--- src/rtl/pps_gen.sv ---
// pps_gen: pulse-per-second transmitter fed by rtclock sec/nsec.
// A registered pulse of programmable width starts each time the local
// time enters a new second; a one-cycle strobe and the seconds value the
// pulse marks come with it. Non-incremental seconds changes (time loads)
// are counted.
// Optional feature macro: PPS_GEN_OFFSET_EN adds the offset_ns port so the
// pulse can be delayed by a phase offset after the second boundary.
module pps_gen #(
  parameter int C_CLK_TO_NS_RATIO = 8,
  parameter int C_WIDTH_BITS      = 24
) (
  input  logic                    clk,
  input  logic                    resetn,
  input  logic [47:0]             sec,
  input  logic [29:0]             nsec,
  input  logic                    enable,
  input  logic [C_WIDTH_BITS-1:0] pulse_width,
`ifdef PPS_GEN_OFFSET_EN
  input  logic [29:0]             offset_ns,
`endif
  output logic                    pps_out,
  output logic                    pps_stb,
  output logic [47:0]             pps_sec,
  output logic [15:0]             jump_cnt
);

  localparam logic [29:0] NS_PER_SEC = 30'd1_000_000_000;

  // The clock/ns ratio only documents the nsec step; nothing depends on it.
  generate
    if (C_CLK_TO_NS_RATIO <= 0) begin : g_ratio_unused
    end
  endgenerate

  typedef enum logic [1:0] {IDLE, ARMED, HIGH} state_t;

  state_t                  state_q, state_d;
  logic [47:0]             s1_sec, prev_sec;
  logic [29:0]             s1_nsec, offset_eff;
  logic                    s1_vld, prev_ok;
  logic                    armed_q, armed_d, arm;
  logic [C_WIDTH_BITS-1:0] cnt_q, cnt_d, width_ld;
  logic                    out_d, stb_d, load_sec;
  logic                    tick, jump, phase_ok;

`ifdef PPS_GEN_OFFSET_EN
  assign offset_eff = offset_ns;
`else
  // Without the offset feature the pulse sits right on the second boundary.
  assign offset_eff = '0;
`endif

  // 48-bit modular increment: all-ones -> 0 also counts as a tick.
  assign tick     = prev_ok && (s1_sec == prev_sec + 48'd1);
  assign jump     = prev_ok && (s1_sec != prev_sec) && !tick;
  // An offset of a full second or more can never be reached.
  assign phase_ok = (offset_eff < NS_PER_SEC) && (s1_nsec >= offset_eff);
  assign width_ld = (pulse_width == '0) ? C_WIDTH_BITS'(1) : pulse_width;

  // Input stage S1 plus one-cycle history for tick/jump detection.
  always_ff @(posedge clk or negedge resetn) begin
    if (!resetn) begin
      s1_sec   <= '0;
      s1_nsec  <= '0;
      s1_vld   <= 1'b0;
      prev_sec <= '0;
      prev_ok  <= 1'b0;
    end else begin
      s1_sec   <= sec;
      s1_nsec  <= nsec;
      s1_vld   <= 1'b1;
      prev_sec <= s1_sec;
      prev_ok  <= s1_vld;
    end
  end

  // Pulse owed for the current second: a tick sets it, a jump cancels it.
  // From IDLE only a tick can arm, so re-enabling mid-second waits.
  always_comb begin
    arm = 1'b0;
    if (state_q == IDLE) arm = tick;
    else if (tick)       arm = 1'b1;
    else if (jump)       arm = 1'b0;
    else                 arm = armed_q;
  end

  // Next-state and output decode.
  always_comb begin
    state_d  = state_q;
    armed_d  = armed_q;
    cnt_d    = cnt_q;
    out_d    = pps_out;
    stb_d    = 1'b0;
    load_sec = 1'b0;
    if (!enable) begin
      state_d = IDLE;
      armed_d = 1'b0;
      cnt_d   = '0;
      out_d   = 1'b0;
    end else if (arm && phase_ok) begin
      // Trigger; also reloads when already HIGH (pulse wider than a second).
      state_d  = HIGH;
      armed_d  = 1'b0;
      cnt_d    = width_ld;
      out_d    = 1'b1;
      stb_d    = 1'b1;
      load_sec = 1'b1;
    end else begin
      armed_d = arm;
      if (state_q == HIGH) begin
        if (cnt_q <= C_WIDTH_BITS'(1)) begin
          state_d = ARMED;
          cnt_d   = '0;
          out_d   = 1'b0;
        end else begin
          cnt_d = cnt_q - C_WIDTH_BITS'(1);
        end
      end else if (arm) begin
        state_d = ARMED;
      end
    end
  end

  // State, counter and registered outputs.
  always_ff @(posedge clk or negedge resetn) begin
    if (!resetn) begin
      state_q <= IDLE;
      armed_q <= 1'b0;
      cnt_q   <= '0;
      pps_out <= 1'b0;
      pps_stb <= 1'b0;
      pps_sec <= '0;
    end else begin
      state_q <= state_d;
      armed_q <= armed_d;
      cnt_q   <= cnt_d;
      pps_out <= out_d;
      pps_stb <= stb_d;
      if (load_sec) pps_sec <= s1_sec;
    end
  end

  // Saturating time-load counter, independent of enable.
  always_ff @(posedge clk or negedge resetn) begin
    if (!resetn)                          jump_cnt <= '0;
    else if (jump && jump_cnt != 16'hFFFF) jump_cnt <= jump_cnt + 16'd1;
  end

endmodule

--- config.mk ---
export PLATFORM = sky130hd
export DESIGN_NAME = pps_gen
export DESIGN_NICKNAME = d
export VERILOG_FILES = /design/src/rtl/pps_gen.sv
export SDC_FILE = /design/constraint.sdc
export NUM_CORES = 1
export LEC_CHECK = 0
export ABC_AREA = 1
export CELL_PAD_IN_SITES_DETAIL_PLACEMENT = 0
export CELL_PAD_IN_SITES_GLOBAL_PLACEMENT = 1
export CORE_MARGIN = 2
export CORE_UTILIZATION = 39
export CTS_CLUSTER_DIAMETER = 30
export DETAILED_ROUTE_END_ITERATION = 7
export PLACE_DENSITY = 0.87
export SETUP_SLACK_MARGIN = 0.15
export SYNTH_ARGS = -nofsm -noshare
export SYNTH_HDL_FRONTEND = slang
export SYNTH_SLANG_ARGS = --single-unit
--- constraint.sdc ---
create_clock -name clk -period 2.85 [get_ports clk]
set_clock_uncertainty 0.2 [all_clocks]
set_input_delay 0.285 -clock clk [delete_from_list [all_inputs] [get_ports clk]]
set_output_delay 0.285 -clock clk [all_outputs]
set_load 0.01 [all_outputs]
After elaboration in Yosys (flattened, before gate mapping)
Index checks and enable logic that the tools add are counted.

Word-level logic and storage cells: 56. Bits in registers: 221. Output and inout bits: 66. Input bits: 105.

Reductions and logical operators: 10. Add/sub/neg operators: 3. Multiplexer cells: 21. Eq/ne operators: 8. $lt $le $gt $ge: 2.

Operators with widths (count): 2-to-1 mux 24 bit (5); adder 48 x 1 -> 48 bit (second input constant) (1); equality test 48 bit (1); inequality test 48 bit (1); >= comparator 30 x 1 -> 1 bit (second input constant) (1); less-or-equal comparator 24 x 1 -> 1 bit (second input constant) (1); logical NOT 24 bit (1); subtractor 24 x 1 -> 24 bit (second input constant) (1); adder 16 x 1 -> 16 bit (second input constant) (1); inequality test 16 bit (second input constant) (1); 2-to-1 mux 1 bit (11); 2-to-1 mux 2 bit (5); inequality test 3 x 1 -> 1 bit (second input constant) (2); logical AND 1 bit (5); inequality test 4 x 1 -> 1 bit (second input constant) (1); inequality test 4 x 3 -> 1 bit (second input constant) (1); AND reduction 2 bit (2); equality test 2 bit (second input constant) (1); logical NOT 2 bit (1); logical NOT 1 bit (1).

Logic depth before layout (Yosys ltp)
Word-level depth: 12. Depth in mapped cells: 21. Depth with buffers taken out: 19.

Worst setup path after synthesis
Ideal clock, no wire load.

Path type: flip-flop to flip-flop. Start point: register prev_sec[1]. End point: register cnt_q[17]. Slack: 0.236 ns. Data arrival time: 2.297 ns. Data required time: 2.533 ns. Stages on the path, launching flop included: 22. Setup time: 0.117 ns. Clock period less this slack: 2.614 ns. Buffers on the path: 3. Path through: dfrtp_1 > ha_1 > inv_1 > nor2_4 > nand2_4 > nor2_4 > buf_4 > nand2_2 > nand2_1 > nand2_1 > nor2_1 > nand2_1 > nor2_1 > nand2_1 > nor2_2 > nand2_1 > buf_4 > buf_6 > nand3_1 > nand2_1 > nand2_1 > nand2_1.

Longest elaborated chain between the ends: 11. Elaborated cells on any way between the ends: 14. Those cells by class: add/sub: 1; eq/ne: 3; mux: 5; reduce/logical: 5.

RTL lines: start, declared (RTL line 38) `logic [47:0] s1_sec, prev_sec;`; start signal, assigned (RTL line 72) `prev_sec <= s1_sec;`; adder 48 x 1 -> 48 bit (RTL line 54) `assign tick = prev_ok && (s1_sec == prev_sec + 48'd1);`; equality test 48 bit (RTL line 54); logical AND 1 bit (RTL line 54); logical NOT 1 bit (RTL line 55) `assign jump = prev_ok && (s1_sec != prev_sec) && !tick;`; logical AND 1 bit (RTL line 55); 2-to-1 mux 1 bit (RTL line 83) `else if (jump) arm = 1'b0;`; 2-to-1 mux 1 bit (RTL line 82) `else if (tick) arm = 1'b1;`; 2-to-1 mux 1 bit (*) (RTL line 81) `if (state_q == IDLE) arm = tick;`; logical AND 1 bit (*) (RTL line 100) `end else if (arm && phase_ok) begin`; 2-to-1 mux 24 bit (RTL line 100); 2-to-1 mux 24 bit (RTL line 95) `if (!enable) begin`; end signal, assigned (RTL line 136) `cnt_q <= cnt_d;`; end, declared (RTL line 42) `logic [C_WIDTH_BITS-1:0] cnt_q, cnt_d, width_ld;`.

Mark *: on every way between the ends. The rest lies on a longest branch, timed or not. A chain may end at the register's enable or synchronous reset.

Final worst setup path
Start point: register prev_sec[0]. End point: register pps_sec[47].

Longest elaborated chain between the ends: 11. Elaborated cells on any way between the ends: 13. Those cells by class: add/sub: 1; eq/ne: 2; mux: 5; reduce/logical: 5.

RTL lines: adder 48 x 1 -> 48 bit (RTL line 54); equality test 48 bit (RTL line 54); logical AND 1 bit (RTL line 54); logical NOT 1 bit (RTL line 55); logical AND 1 bit (RTL line 55); 2-to-1 mux 1 bit (RTL line 83); 2-to-1 mux 1 bit (RTL line 82); 2-to-1 mux 1 bit (*) (RTL line 81); logical AND 1 bit (*) (RTL line 100); 2-to-1 mux 1 bit (*) (RTL line 100); 2-to-1 mux 1 bit (*) (RTL line 95); end signal, assigned (RTL line 139) `if (load_sec) pps_sec <= s1_sec;`; end, declared (RTL line 23) `output logic [47:0] pps_sec,`.

Marked as above.

==> impl_metrics.py <==
metrics = {
    "synth": {
        "synth-edff-count": 0,
        "synth_cell_types": 32,
        "synthSimpleGateAreaFrac_pct": 37.8,
        "synthesis.instances": 1403,
        "ys_warn_count": 0,
        "synth-seq-cells": 190,
        "post-synth-top-count-cell": "nand2_1",
        "mappedNetlistArea_mm2": 0.0103,
        "ys_top_cells_by_area": "dfrtp_1 (46%), nand2_1 (20%), nor2_1 (6.5%), nand3_1 (5.9%), inv_1 (4.6%)",
        "async_flop_share_pct": 100,
        "syn_area_per_cell_um2": 7.31,
        "synthAdderAreaFrac_pct": 0.488,
        "synthXorXnorAreaFrac_pct": 6.58,
        "synth_compound_area_share_pct": 2.20,
        "yosysSeqAreaShare_pct": 46.4,
        "synth_top_family_by_area": "simple AND/OR/NAND/NOR gates",
        "synthMuxAreaShare_pct": 0,
        "synthFlopType": "dfrtp_1",
        "synth_fp_nets": 1512,
        "synth_common_cells": "nand2_1 (539), dfrtp_1 (190), nor2_1 (178)",
        "synth.top_cell.area_share_pct": 46.4,
        "synth_area_leader_cell": "dfrtp_1",
    },
    "drt": {
        "vias": 9778,
        "routed_via_density": 4.88,
        "drt_pre_antenna_iters": 5,
        "wire_per_inst_um": 16.0,
        "ant_nets": 0,
        "drt_wl_total_mm": 32.0,
        "drc": 0,
        "drt_iter0_markers": 577,
    },
    "power": {
        "power_density_mw_per_mm2": 427,
        "ir_drop_uv": 321,
        "total_power_w": 0.00612,
        "leakage_nw": 7.14,
    },
    "layout": {
        "fin_nets": 1764,
        "diodes": 0,
        "fill_cells": 2450,
        "drive_gt1_share_pct": 16.5,
        "design_area_mm2": 0.0143,
        "area.growth.synth_to_final_pct": 39.7,
    },
    "grt": {
        "grt_max_degree": 58,
        "grt.total_usage_pct": 21.5,
        "grt_pass1_wl_mm": 47.7,
        "grt_pass1_vias": 9294,
        "antenna_found_initial": 0,
        "overflow": 0,
    },
    "die": {
        "die_h_um": 166,
        "fp.dieW_um": 166,
        "start_util_pct": 39.6,
        "rows": 59,
        "core_region_area_mm2": 0.0259,
        "ios": 171,
        "fp.dieArea_mm2": 0.0276,
    },
    "job": {
        "drv_cap": 0,
    },
    "sta": {
        "finalHoldViolations": 0,
        "worstMarginPinSlew_ps": 545,
        "period_needed_ps": 2940,
        "final.setup.worst_slack_ps": -92.5,
        "final-setup-viol-count": 90,
        "maxSlewHeadroom_pct": 63.7,
        "grt_setup_unrepaired": "true",
        "period_share_pct": 103,
        "slew_viol_final": 0,
        "fmax_ghz": 0.340,
    },
    "clocking": {
        "cts_tree": "done",
        "cts_sinks": 190,
        "cts_max_level": 4,
        "cts_buffer_depth": 2,
        "clk_latency_ps": 440,
        "clk_pin_slew_worst_paths_ps": 80,
        "cts_buffers": 17,
        "cts_root_buf": "clkbuf_16",
    },
    "outcome": {
        "violations": "setup timing",
        "status": "finished with violations",
    },
    "worst_setup_path": {
        "r2r_end": "pps_sec[47]$_DFFE_PN0P_",
        "crit_type": "flip-flop to flip-flop",
        "worstPathMaxFanout": 8,
        "r2r_start": "prev_sec[0]$_DFF_PN0_",
        "critPathCaptureType": "flip-flop",
        "crit_arrival_ps": 3130,
        "required_ps": 3040,
        "cp-start-kind": "flip-flop",
        "ff2ff_path_depth": 18,
        "worst-r2r-setup-slack_ps": -90,
    },
    "placement": {
        "placed_cell_area_mm2": 0.0127,
        "dp_hpwl_mm": 22.2,
        "place_ws_ps": -125,
        "gp_congestion": 0.934,
        "io_buffers": 140,
    },
    "min_path": {
        "hold_depth": 1,
        "hold_path_class": "input pin to flip-flop",
        "holdPathEnd": "s1_sec[20]$_DFF_PN0_",
        "hp-start": "sec[20]",
    },
}
==> metal layers <==
| metal | share of wire [%] | GRT usage (%) | vias to the layer above |
|---|---|---|---|
| met1 | 46 | 29.7 | 4630 |
| met2 | 49 | 36.2 | 221 |
| met5 | 0 | 0 | - |
| li1 | - | - | 4897 |
| met4 | 1.4 | 4.95 | 0 |
| met3 | 3.8 | 2.69 | 30 |
==> worst max-delay path, stage by stage (launching register included) <==
cell and delay [ps]:
dfrtp_1 370, ha_2 190, inv_2 50, nor2_4 170
nand2_4 120, nor2_4 210, buf_6 160, nand3_1 70
nand2_1 90, nand4_1 150, nor2_1 170, nand2_2 80
nor2_4 170, nand3_4 110, buf_12 180, clkinv_16 90
clkbuf_16 160, nand2_2 60, nand2_1 60
==> sequential cells by signal, summed over array words and instances (netlist names) <==
register / cells
pps_sec: 48
prev_sec: 48
s1_sec: 48
cnt_q: 24
jump_cnt: 16
state_q: 2
pps_out: 1
pps_stb: 1
prev_ok: 1
s1_vld: 1
==> where the power goes <==
group	total [W]	internal, W	leakage (nW)	switching (W)
Combinational	0.000816	0.000354	4.44	0.000462
Sequential	0.00291	0.00279	2.42	0.000113
Clock	0.00240	0.00117	0.280	0.00123
==> final cells by class <==
type                       count  area [um2]  area share, %
clock buffer                  18         429           3.00
clock inverter                14         151           1.06
inverter                     130         522           3.64
multi-input combinational   1051        5240           36.6
sequential                   190        4760           33.2
tap                          335         419           2.93
timing repair buffer         265        2810           19.6
==> layout by cell type, fill, tap and decap left out, types with 14 or more instances in the layout <==
master           synthesis  layout
clkdlybuf4s50_1          0     138
xnor2_1                 37      37
nor2_1                 178     169
dfrtp_1                190     189
buf_12                   0      14
o21ai_1                 16      25
nand3_1                121     111
nand4_1                 39      39
clkbuf_16                0      27
inv_1                  127     125
xor2_1                  40      40
nand2_4                  1      18
nand2_2                  4      58
buf_4                    4      83
nand2_1                539     468
==> per-stage QoR <==
| stage | util, % | TNS, ps | hold WS, ps | instances |
|---|---|---|---|---|
| finish | 55.3 | -4410 | 70.0 | 2003 |
| CTS | 52.3 | -49.1 | 58.7 | 1978 |
| global route | 55.3 | -21940 | 57.1 | 2003 |
| global placement | 48.9 | -2070 | 99.4 | 1936 |
| floorplan | - | 0 | -211 | 1403 |
| detailed placement | 48.9 | -5380 | 109 | 1936 |
==> worst max-delay path by stage <==
stage | depth (start not counted) | end | start | slack [ps]
CTS | 20 | cnt_q[4]$_DFFE_PN0P_ | prev_sec[0]$_DFF_PN0_ | -10
floorplan | 21 | cnt_q[17]$_DFFE_PN0P_ | prev_sec[1]$_DFF_PN0_ | 240
detailed placement | 19 | cnt_q[14]$_DFFE_PN0P_ | prev_sec[0]$_DFF_PN0_ | -120
global route | 22 | cnt_q[9]$_DFFE_PN0P_ | prev_sec[0]$_DFF_PN0_ | -290
global placement | 19 | cnt_q[14]$_DFFE_PN0P_ | prev_sec[0]$_DFF_PN0_ | -60
finish | 18 | pps_sec[47]$_DFFE_PN0P_ | prev_sec[0]$_DFF_PN0_ | -90
==> cells by family after synthesis <==
| group | count (synthesis) |
|---|---|
| other cells | 1 |
| fa+ha+maj | 4 |
| xor+xnor | 77 |
| compound gates | 43 |
| simple gates | 926 |
| flops | 190 |
| buf+inv | 162 |
==> timing repair <==
action | in CTS | in global routing
endpoints found under the hold margin | 52 | 0
setup buffers | 7 | 10
setup endpoints to repair | 92 | 92
gates cloned | 2 | 15
pin swaps | 31 | 46
gates resized for setup | 63 | 108
hold buffers | 1 | 0
No activity file was read; power rests on OpenSTA's default activity.
